File: src/rtl/clk_div_mon.sv
`default_nettype none
`timescale 1ns/1ps
// +--------------------------------------------------------------------------+
// | Module : clk_div_mon                                                     |
// | Brief  : Divided-clock monitor. Synchronises CLK_DIV, strobes each edge, |
// |          measures half-periods and tracks lock/fault.                    |
// |          Optional statistics outputs: define CLK_DIV_MON_STATS_EN.       |
// | Rev    : 1.0                                                             |
// +--------------------------------------------------------------------------+
module clk_div_mon #(
    parameter int HALF_PER = 8,
    parameter int LOCK_CNT = 4
) (
    input  logic       CLKD,
    input  logic       RSTN,
    input  logic       CLK_DIV,
    input  logic       ERR_CLR,
    output logic       DIV_STB,
    output logic       LOCK,
    output logic       ERR,
`ifdef CLK_DIV_MON_STATS_EN
    output logic [1:0] STATE,
    output logic [4:0] PER_MEAS,
    output logic [7:0] FAULT_CNT
`else
    output logic [1:0] STATE
`endif
);

    typedef enum logic [1:0] {
        S_IDLE   = 2'd0,
        S_ACQ    = 2'd1,
        S_LOCKED = 2'd2,
        S_FAULT  = 2'd3
    } state_t;

    localparam logic [4:0] C_CNT_MAX  = 5'd31;
    localparam logic [4:0] C_HALF     = 5'(HALF_PER);
    localparam logic [4:0] C_TMO_LAST = 5'(HALF_PER + 1);
    localparam logic [3:0] C_LOCK_TGT = 4'(LOCK_CNT);

    logic       r_sync1;
    logic       r_sync2;
    logic       r_hist;
    logic       r_stb;
    logic       w_edge;
    logic [4:0] r_cnt;
    logic [4:0] w_cnt_nxt;
    logic       w_good_meas;
    logic [3:0] r_good;
    logic [3:0] w_good_nxt;
    logic [3:0] w_good_inc;
    state_t     r_state;
    state_t     w_state_nxt;
    logic       r_lock;
    logic       r_err;

    assign w_edge = r_sync2 ^ r_hist;

    always_ff @(posedge CLKD or negedge RSTN) begin
        if (!RSTN) begin
            r_sync1 <= 1'b0;
            r_sync2 <= 1'b0;
            r_hist  <= 1'b0;
            r_stb   <= 1'b0;
        end else begin
            r_sync1 <= CLK_DIV;
            r_sync2 <= r_sync1;
            r_hist  <= r_sync2;
            r_stb   <= w_edge;
        end
    end

    // Counter restarts at 1 after a strobe so the value seen with the next strobe is the interval.
    assign w_cnt_nxt   = r_stb ? 5'd1 : ((r_cnt == C_CNT_MAX) ? C_CNT_MAX : r_cnt + 5'd1);
    assign w_good_meas = r_stb && (r_cnt == C_HALF);
    assign w_good_inc  = r_good + 4'd1;

    always_ff @(posedge CLKD or negedge RSTN) begin
        if (!RSTN) begin
            r_cnt <= 5'd0;
        end else begin
            r_cnt <= w_cnt_nxt;
        end
    end

    always_comb begin
        w_state_nxt = r_state;
        w_good_nxt  = r_good;
        case (r_state)
            S_IDLE: begin
                if (r_stb) begin
                    w_state_nxt = S_ACQ;
                    w_good_nxt  = 4'd0;
                end
            end
            S_ACQ: begin
                if (r_stb) begin
                    if (w_good_meas) begin
                        if (w_good_inc == C_LOCK_TGT) begin
                            w_state_nxt = S_LOCKED;
                            w_good_nxt  = 4'd0;
                        end else begin
                            w_good_nxt  = w_good_inc;
                        end
                    end else begin
                        w_good_nxt = 4'd0;
                    end
                end else if (w_cnt_nxt == C_CNT_MAX) begin
                    w_state_nxt = S_IDLE;
                    w_good_nxt  = 4'd0;
                end
            end
            S_LOCKED: begin
                // Timeout fires on the clock where the counter would reach HALF_PER+2.
                if ((r_stb && !w_good_meas) || (!r_stb && (r_cnt == C_TMO_LAST))) begin
                    w_state_nxt = S_FAULT;
                end
            end
            S_FAULT: begin
                if (ERR_CLR) begin
                    w_state_nxt = S_IDLE;
                    w_good_nxt  = 4'd0;
                end
            end
            default: begin
                w_state_nxt = S_IDLE;
                w_good_nxt  = 4'd0;
            end
        endcase
    end

    always_ff @(posedge CLKD or negedge RSTN) begin
        if (!RSTN) begin
            r_state <= S_IDLE;
            r_good  <= 4'd0;
            r_lock  <= 1'b0;
            r_err   <= 1'b0;
        end else begin
            r_state <= w_state_nxt;
            r_good  <= w_good_nxt;
            r_lock  <= (w_state_nxt == S_LOCKED);
            r_err   <= (w_state_nxt == S_FAULT);
        end
    end

    assign DIV_STB = r_stb;
    assign LOCK    = r_lock;
    assign ERR     = r_err;
    assign STATE   = r_state;

`ifdef CLK_DIV_MON_STATS_EN
    logic [4:0] r_per_meas;
    logic [7:0] r_fault_cnt;
    logic       w_meas_vld;
    logic       w_fault_entry;

    assign w_meas_vld    = r_stb && ((r_state == S_ACQ) || (r_state == S_LOCKED));
    assign w_fault_entry = (w_state_nxt == S_FAULT) && (r_state != S_FAULT);

    always_ff @(posedge CLKD or negedge RSTN) begin
        if (!RSTN) begin
            r_per_meas  <= 5'd0;
            r_fault_cnt <= 8'd0;
        end else begin
            if (w_meas_vld) begin
                r_per_meas <= r_cnt;
            end
            if (w_fault_entry && (r_fault_cnt != 8'hFF)) begin
                r_fault_cnt <= r_fault_cnt + 8'd1;
            end
        end
    end

    assign PER_MEAS  = r_per_meas;
    assign FAULT_CNT = r_fault_cnt;
`endif

endmodule
`default_nettype wire
File: config.mk
export PLATFORM = sky130hd
export DESIGN_NAME = clk_div_mon
export DESIGN_NICKNAME = d
export VERILOG_FILES = /design/src/rtl/clk_div_mon.sv
export SDC_FILE = /design/constraint.sdc
export NUM_CORES = 1
export LEC_CHECK = 0
export BUFFER_PORTS_ARGS = -buffer_cell sky130_fd_sc_hd__buf_2
export CAP_MARGIN = 20
export CORE_UTILIZATION = 40
export CTS_CLUSTER_DIAMETER = 100
export DETAILED_ROUTE_END_ITERATION = 10
export MAX_ROUTING_LAYER = met4
export PLACE_DENSITY = 0.67
export SLEW_MARGIN = 20
export SYNTH_ARGS = -nofsm -noshare
export SYNTH_HDL_FRONTEND = slang
export SYNTH_SLANG_ARGS = --single-unit
File: constraint.sdc
create_clock -name CLKD -period 1.9 [get_ports CLKD]
set_input_delay 0 -clock CLKD [delete_from_list [all_inputs] [get_ports CLKD]]
set_output_delay 0 -clock CLKD [all_outputs]
set_load 0.005 [all_outputs]
==> impl_metrics.json, run 1 <==
{
  "regToRegStartpoint": "r_cnt[1]$_DFF_PN0_",
  "post_drt_via_cell_ratio": 5.50,
  "finalClockSkew_ps": 7.42,
  "maxSlewHeadroom_pct": 73.5,
  "timing_worst_setup_path_type": "reg -> reg",
  "crit_fanout": 3,
  "initial_utilization_pct": 42.6,
  "grt_pass1_vias": 782,
  "synth.area.mux_share_pct": 0,
  "yosysSeqAreaShare_pct": 39.9,
  "drv_cap": 0,
  "cts_tree": "yes",
  "core_um2": 2500,
  "r2r_cells": 7,
  "drc_errors": 0,
  "synth_compound_area_share_pct": 20.9,
  "synth_top_area_cell": "dfrtp_1",
  "grt_max_degree": 18,
  "clk_latency_ps": 290,
  "wl_mm": 2.04,
  "track_usage_pct": 17.0,
  "ios": 9,
  "layout_min_cycle_time_ps": 1770,
  "synthesis.area_um2": 1070,
  "ant_nets": 0,
  "outcome": "complete, no violations",
  "ir_drop_mv": 0.564,
  "cellPowerDensity_nw_per_um2": 858,
  "ys_dominant_reg_cell": "dfrtp_1",
  "synth_top_cell_area_share_pct": 39.9,
  "critPathLaunchType": "flip-flop",
  "arrival_ps": 2000,
  "drive_gt1_share_pct": 24.6,
  "avgSynthCellArea_um2": 10.3,
  "gr-total-overflow": 0,
  "synth.area.top_cells": "dfrtp_1, ha_1, inv_1",
  "area_growth_pct": 16.7,
  "worstMarginPinSlew_ps": 395,
  "finalHoldViolCount": 0,
  "numCtsBuffers": 3,
  "first_pass_iters": 4,
  "fmax_ghz": 0.565,
  "fin_crit_sh_pct": 93.1,
  "die_y_um": 53.6,
  "reg2reg_slack_ps": 130,
  "root_buffer": "clkbuf_4",
  "cts_num_sinks": 17,
  "wl_per_cell_um": 13.4,
  "r2r_end": "LOCK$_DFF_PN0_",
  "fin_nets": 137,
  "async_flop_share_pct": 100,
  "grt_antenna_before_repair": 0,
  "leakage_uw": 0.000556,
  "syn_nets": 118,
  "synthSimpleGateAreaFrac_pct": 22.5,
  "hpwl_mm": 1.56,
  "first_iter_violations": 8,
  "synth_top_family_by_area": "simple AND/OR/NAND/NOR gates",
  "synth_cells": 104,
  "slew_violations": 0,
  "htree_levels": 1,
  "tns_ps": 0,
  "hp-class": "in -> async",
  "finish.utilization_pct": 49.7,
  "n_antenna_cell": 0,
  "yosys.cell_types.count": 46,
  "synth_edf_count": 0,
  "cp-end-kind": "flip-flop",
  "yosysWarnings": 0,
  "clk_pin_slew_worst_paths_ps": 100,
  "vias": 836,
  "die_w_um": 53.6,
  "synth_fa_ha_area_share_pct": 11.7,
  "cts_buffer_depth": 2,
  "routabilityCongestion": 0.856,
  "grt_pass1_wl_mm": 3.37,
  "ys_seq_elements": 17,
  "portBuffers": 8,
  "critical_path_required_ps": 2140,
  "die_area_um2": 2880,
  "setup_viol": 0,
  "synth_xor_area_share_pct": 1.64,
  "rows": 18
}
==> routing by layer <==
| layer | vias to the layer above | global-route usage [%] | wire length [um] |
|---|---|---|---|
| li1 | 417 | - | - |
| met1 | 407 | 21.6 | 1060 |
| met2 | 12 | 27.3 | 915 |
| met3 | 0 | 5.08 | 63 |
| met4 | 0 | 2.63 | 0 |
| met5 | - | - | 0 |
==> state kept, by name (all words and copies together) (netlist names) <==
signal,count
r_cnt,5
r_good,4
STATE,2
DIV_STB,1
ERR,1
LOCK,1
r_hist,1
r_sync1,1
r_sync2,1
==> worst max-delay path: stages, from the launching register on <==
cell	delay, ps
dfrtp_1	380
inv_1	70
ha_1	290
or2b_2	320
o21ai_2	200
a21oi_1	150
o21ai_1	140
and3_1	160
==> synthesized netlist by cell type (2+ instances only) <==
| cell | n |
|---|---|
| a21boi_0 | 3 |
| o31ai_1 | 2 |
| a31oi_1 | 2 |
| a211oi_1 | 3 |
| nand2_1 | 8 |
| a21oi_1 | 3 |
| dfrtp_1 | 17 |
| nand3_1 | 3 |
| o21a_1 | 2 |
| ha_1 | 10 |
| nor2_1 | 5 |
| inv_1 | 8 |
| o21ai_1 | 4 |
| nand2b_1 | 2 |
==> logic make-up after synthesis <==
| group | Yosys count |
|---|---|
| buffers and inverters | 9 |
| DFF | 17 |
| and+or+nand+nor | 36 |
| xor gates and xnor gates | 2 |
| adders and majority gates | 10 |
| AOI/OAI and AO/OA | 30 |
==> area by class of cell <==
class / count / area (um2)
repair buffers: 15 / 97.6
well taps: 30 / 37.5
multi-input cells: 78 / 627
fillers: 232 / 1260
clock buffers: 4 / 26.3
inverters: 8 / 30.0
flip-flops and latches: 17 / 425
==> through the flow <==
| step | cells | cell area [um2] | hold slack, ps | total power [uW] | setup WS (ps) |
|---|---|---|---|---|---|
| floorplan | 104 | 1070 | -296 | 716 | 172 |
| global placement | 145 | 1170 | -56.5 | 823 | 29.9 |
| detailed placement | 145 | 1170 | -50.7 | 832 | -1.98 |
| CTS | 151 | 1210 | 164 | 1040 | 61.1 |
| global route | 152 | 1240 | 186 | 1140 | -2.05 |
| finish | 152 | 1240 | 158 | 1070 | 131 |
==> how the worst max path moves through the flow <==
stage	startpoint	to	slack [ps]	cells past startpoint
6_report	r_cnt[1]$_DFF_PN0_	LOCK$_DFF_PN0_	130	7
5_1_grt	STATE[0]$_DFF_PN0_	ERR$_DFF_PN0_	-2	7
4_1_cts	r_cnt[1]$_DFF_PN0_	r_good[0]$_DFFE_PN0P_	60	7
3_5_place_dp	r_cnt[1]$_DFF_PN0_	STATE[1]$_DFF_PN0_	-2	6
3_3_place_gp	r_cnt[1]$_DFF_PN0_	STATE[1]$_DFF_PN0_	30	6
2_1_floorplan	STATE[0]$_DFF_PN0_	r_good[0]$_DFFE_PN0P_	170	7
==> what timing repair did <==
item                                   4_1_cts  5_1_grt
pin swaps                                    0        3
setup buffers                                0        1
endpoints found under the hold margin       18        0
setup endpoints to repair                    2        6
hold buffers                                 2        0
resized for setup                            1        4
==> layout by cell type, fill, tap and decap left out, types with 2 or more instances in the layout <==
cell type	count
a211oi_1	3
o21a_1	2
nor2_1	4
o31ai_1	2
dlygate4sd3_1	2
a21oi_1	3
buf_2	8
nand2b_1	2
dfrtp_1	17
clkbuf_4	3
o21ai_1	3
inv_1	8
a31oi_1	2
a21boi_0	3
buf_4	5
nand2_1	8
ha_1	10
nand3_1	3
==> power by group <==
part / switching (uW) / internal [uW] / total, uW / leakage [uW]
registers: 37.4 / 393 / 430 / 0.000221
logic: 254 / 192 / 446 / 0.000321
clock network: 109 / 81.7 / 191 / 0.0000150
Power figures use the tool's default switching activity.
==> run 2, diff against run 1 <==
--- a/config.mk
+++ b/config.mk
@@ -9,2 +9,3 @@
 export CAP_MARGIN = 20
+export CORE_MARGIN = 5
 export CORE_UTILIZATION = 40
--- a/constraint.sdc
+++ b/constraint.sdc
@@ -3,2 +3,2 @@
 set_output_delay 0 -clock CLKD [all_outputs]
-set_load 0.005 [all_outputs]
+set_load 0.1 [all_outputs]
==> run 2 against run 1 <==
Compared with the run above: power increased by 9.4%; critical path type unchanged; highest routed layer is now met4; global-route usage shrank 4.1 points; combinational power up 19%; non-clock buffer count shrank 3.
==> impl_metrics.json, run 2 (synthesized netlist as in run 1, its figures left out) <==
{
  "outcome": "complete, no violations",
  "area.sequential_um2": 434,
  "grt_antenna_before_repair": 0,
  "finalClockSkew_ps": 0.554,
  "finish.utilization_pct": 48.7,
  "critPathMaxStageDelay_ps": 530,
  "vias": 812,
  "startpoint": "STATE[1]$_DFF_PN0_",
  "regMostFlops": "r_cnt",
  "layout_common_cells": "dfrtp_1, ha_1, nand2_1, buf_2, inv_1",
  "gr-total-overflow": 0,
  "setup_viol": 0,
  "hpwl_mm": 1.53,
  "largest_register_ffs": 5,
  "cellPowerDensity_nw_per_um2": 951,
  "maxSlewHeadroom_pct": 67.7,
  "cts_tree": "yes",
  "core_um2": 2520,
  "wl_per_cell_um": 13.8,
  "grt_pass1_wl_mm": 3.59,
  "multi_input_comb_area_um2": 624,
  "finalNonFillerCells": 149,
  "grt_setup_unrepaired": "true",
  "arrival_ps": 2000,
  "slowest_stage": "dfrtp_4",
  "finalHoldViolCount": 0,
  "design_area_um2": 1230,
  "tns_ps": 0,
  "regToRegStartpoint": "STATE[1]$_DFF_PN0_",
  "drive_gt1_share_pct": 27.7,
  "final_common_cell": "dfrtp_1",
  "first_iter_violations": 22,
  "drc_errors": 0,
  "crit_family": "compound AO/OA/AOI/OAI gates",
  "drv_cap": 0,
  "fin_crit_sh_pct": 97.0,
  "hp-class": "in -> async",
  "die_y_um": 61.6,
  "n_antenna_cell": 0,
  "cts_num_sinks": 17,
  "clk_pin_slew_worst_paths_ps": 90,
  "post_drt_via_cell_ratio": 5.45,
  "track_usage_pct": 12.9,
  "critPathBufInv": 0,
  "cp-end-kind": "flip-flop",
  "critPathLaunchType": "flip-flop",
  "rows": 18,
  "layout_min_cycle_time_ps": 1840,
  "critical_path.cell_chain": "ha_1, and2b_2, o21a_1, o31ai_1, nand2b_1, a22oi_1",
  "htree_levels": 1,
  "leakage_uw": 0.000536,
  "place_area_um2": 1160,
  "fin_nets": 134,
  "portBuffers": 8,
  "die_area_um2": 3800,
  "grt_pass1_vias": 791,
  "dp.cells": 142,
  "crit_fanout": 7,
  "initial_utilization_pct": 42.3,
  "timing_worst_setup_path_type": "reg -> reg",
  "critical_path_required_ps": 2060,
  "ir_drop_mv": 0.781,
  "grt_max_degree": 18,
  "cts_buffer_depth": 2,
  "clk_latency_ps": 280,
  "ios": 9,
  "area_growth_pct": 15.1,
  "numCtsBuffers": 3,
  "fmax_ghz": 0.543,
  "first_pass_iters": 4,
  "worstMarginPinSlew_ps": 488,
  "wl_mm": 2.06,
  "root_buffer": "clkbuf_4",
  "die_w_um": 61.6,
  "ant_nets": 0,
  "slew_violations": 0,
  "routabilityCongestion": 0.858,
  "fillers": 234
}
-- run 2: cell types whose count changed in the layout (fill, tap and decap cells not counted), sizes merged --
cell and change:
buf -3
-- run 2: cell type report --
type | count | share of cell area (%)
repair buffers | 12 | 6.12
inverters | 8 | 2.45
clock buffers | 4 | 2.14
multi-input cells | 78 | 50.9
well taps | 30 | 3.06
flip-flops and latches | 17 | 35.4
-- run 2: final timing paths --
check / to / slack [ps] / depth (start not counted)
max: ERR$_DFF_PN0_ / 60 / 6
min: r_good[1]$_DFFE_PN0P_ / 150 / 2
max reg2reg: ERR$_DFF_PN0_ / 60 / 6
min reg2reg: r_sync2$_DFF_PN0_ / 360 / 0
max in group asynchronous: STATE[0]$_DFF_PN0_ / 1450 / 2
min in group CLKD: r_sync1$_DFF_PN0_ / 350 / 2
-- run 2: routing by layer --
metal / GRT usage (%) / vias up / part of all wire [%]
li1: - / 409 / -
met1: 18.2 / 387 / 50
met2: 18.4 / 14 / 45
met3: 3.77 / 2 / 4.1
met4: 2.42 / 0 / 0.68
met5: - / - / 0
-- run 2: where the power goes --
| part | total (uW) | leakage [uW] | switching, uW | internal (uW) |
|---|---|---|---|---|
| clock | 190 | 0.0000150 | 109 | 81.5 |
| combinational | 531 | 0.000304 | 349 | 182 |
| sequential | 447 | 0.000217 | 46.1 | 400 |
| total | 1170 | 0.000536 | 503 | 664 |
-- run 2: stage by stage --
step           hold WS, ps  power [uW]  setup slack [ps]
3_5_place_dp         -61.4         940              88.2
2_1_floorplan         -296         831             -9.94
6_report               148        1170              57.3
4_1_cts                145        1140              76.1
3_3_place_gp         -62.0         928               126
5_1_grt                175        1250             -39.4
-- run 2: timing repair --
item                                    in CTS  in global routing
endpoints found under the hold margin       18                  0
endpoints found under the setup margin       0                  6
gates resized for setup                      0                  4
buffers inserted                             0                  1
hold buffers                                 2                  0
==> run 3, diff against run 2 <==
CORE_UTILIZATION = 55   (was 40)
PLACE_DENSITY = 0.84   (was 0.67)
==> run 3 against run 2 <==
Compared with the run above: wire length is 4.0% higher; worst setup slack better by 17 ps; global-route usage is 3.9 points higher; clock power is 5% higher; sequential power is 2% higher; critical endpoint is now LOCK$_DFF_PN0_; sequential share of layout area is 0.25 points lower; power is 1.5% higher.
==> impl_metrics.json, run 3 (synthesized netlist as in run 1, its figures left out) <==
{
  "outcome": "complete, no violations",
  "wl_per_cell_um": 14.8,
  "first_pass_iters": 4,
  "drive_gt1_share_pct": 28.8,
  "power_uw": 1180,
  "finalClockSkew_ps": 4.93,
  "grt_setup_unrepaired": "false",
  "cp-end-kind": "flip-flop",
  "layout_min_cycle_time_ps": 1830,
  "drv_cap": 0,
  "final_common_cell": "dfrtp_1",
  "design_area_um2": 1240,
  "largest_register_ffs": 5,
  "wl_mm": 2.14,
  "finalNonFillerCells": 145,
  "n_antenna_cell": 0,
  "cts_tree": "yes",
  "grt_antenna_before_repair": 0,
  "r2r_end": "LOCK$_DFF_PN0_",
  "ant_nets": 0,
  "grt_pass1_wl_mm": 3.42,
  "gr-total-overflow": 0,
  "crit_fanout": 3,
  "fillers": 144,
  "worstMarginPinSlew_ps": 496,
  "grt_pass1_vias": 772,
  "cellPowerDensity_nw_per_um2": 958,
  "r2r_cells": 6,
  "rows": 16,
  "fin_ws_ps": 74.4,
  "clk_latency_ps": 300,
  "place_area_um2": 1160,
  "critPathLaunchType": "flip-flop",
  "cts_buffer_depth": 2,
  "first_iter_violations": 4,
  "ios": 9,
  "dp.cells": 139,
  "post_drt_via_cell_ratio": 5.78,
  "hpwl_mm": 1.54,
  "root_buffer": "clkbuf_4",
  "maxSlewHeadroom_pct": 67.1,
  "die_y_um": 54.0,
  "die_w_um": 54.0,
  "fin_nets": 133,
  "numCtsBuffers": 3,
  "routabilityCongestion": 0.833,
  "cts_setup_buffers": 0,
  "layout_common_cells": "dfrtp_1, ha_1, nand2_1, buf_2, inv_1",
  "clk_pin_slew_worst_paths_ps": 100,
  "core_um2": 1900,
  "die_area_um2": 2920,
  "regToRegStartpoint": "r_cnt[1]$_DFF_PN0_",
  "initial_utilization_pct": 56.1,
  "hp-class": "in -> async",
  "critical_path_required_ps": 2090,
  "finalHoldViolCount": 0,
  "area_growth_pct": 16.0,
  "slew_violations": 0,
  "portBuffers": 8,
  "reg2reg_slack_ps": 70,
  "cts_num_sinks": 17,
  "ir_drop_mv": 0.779,
  "leakage_uw": 0.000533,
  "tns_ps": 0,
  "regMostFlops": "r_cnt",
  "fin_crit_sh_pct": 96.1,
  "setup_viol": 0,
  "post-place-ws_ps": 12.5,
  "timing_worst_setup_path_type": "reg -> reg",
  "track_usage_pct": 16.8,
  "vias": 838,
  "fmax_ghz": 0.548,
  "arrival_ps": 2020,
  "drc_errors": 0,
  "htree_levels": 1,
  "grt_max_degree": 18
}
-- run 3: worst max-delay path, cell delays in order (launching register included) --
cell	delay, ps
dfrtp_1	400
inv_1	80
ha_1	290
or2b_2	340
o311ai_2	270
a31oi_1	160
and3_1	190
-- run 3: repair_timing --
action / CTS / global route
gates resized for setup: 1 / 6
hold buffers: 2 / 0
setup endpoints to repair: 1 / 6
endpoints found under the hold margin: 18 / 0
pin swaps: 0 / 2
-- run 3: stage by stage --
step           utilization [%]  hold slack (ps)
3_3_place_gp              60.8            -61.3
2_1_floorplan                -             -296
4_1_cts                   63.2              155
3_5_place_dp              60.8            -57.5
5_1_grt                   65.0              169
6_report                  65.0              146
-- run 3: worst max-delay path by stage --
stage / startpoint / to / cells after the start
2_1_floorplan: STATE[0]$_DFF_PN0_ / r_good[0]$_DFFE_PN0P_ / 7
3_3_place_gp: r_cnt[1]$_DFF_PN0_ / LOCK$_DFF_PN0_ / 6
3_5_place_dp: r_cnt[1]$_DFF_PN0_ / LOCK$_DFF_PN0_ / 6
4_1_cts: r_cnt[1]$_DFF_PN0_ / r_good[0]$_DFFE_PN0P_ / 7
5_1_grt: STATE[0]$_DFF_PN0_ / r_good[0]$_DFFE_PN0P_ / 7
6_report: r_cnt[1]$_DFF_PN0_ / LOCK$_DFF_PN0_ / 6
-- run 3: routing by layer --
metal | vias to the layer above | wire (um) | global-route usage (%)
li1 | 412 | - | -
met1 | 400 | 968 | 20.2
met2 | 19 | 1030 | 27.2
met3 | 7 | 74 | 3.60
met4 | 0 | 65 | 7.05
met5 | - | 0 | -
-- run 3: layout make-up --
cell class	count	area, um2	area share, %
Clock buffer	4	26.3	2.13
Inverter	8	30.0	2.43
Multi-Input combinational cell	78	644	52.1
Sequential cell	17	434	35.1
Tap cell	27	33.8	2.73
Timing Repair Buffer	11	67.6	5.47
-- run 3: power breakdown --
group	total [uW]	internal [uW]	switching, uW
sequential	455	401	54.4
combinational	529	180	349
clock	200	81.8	118
total	1180	663	522
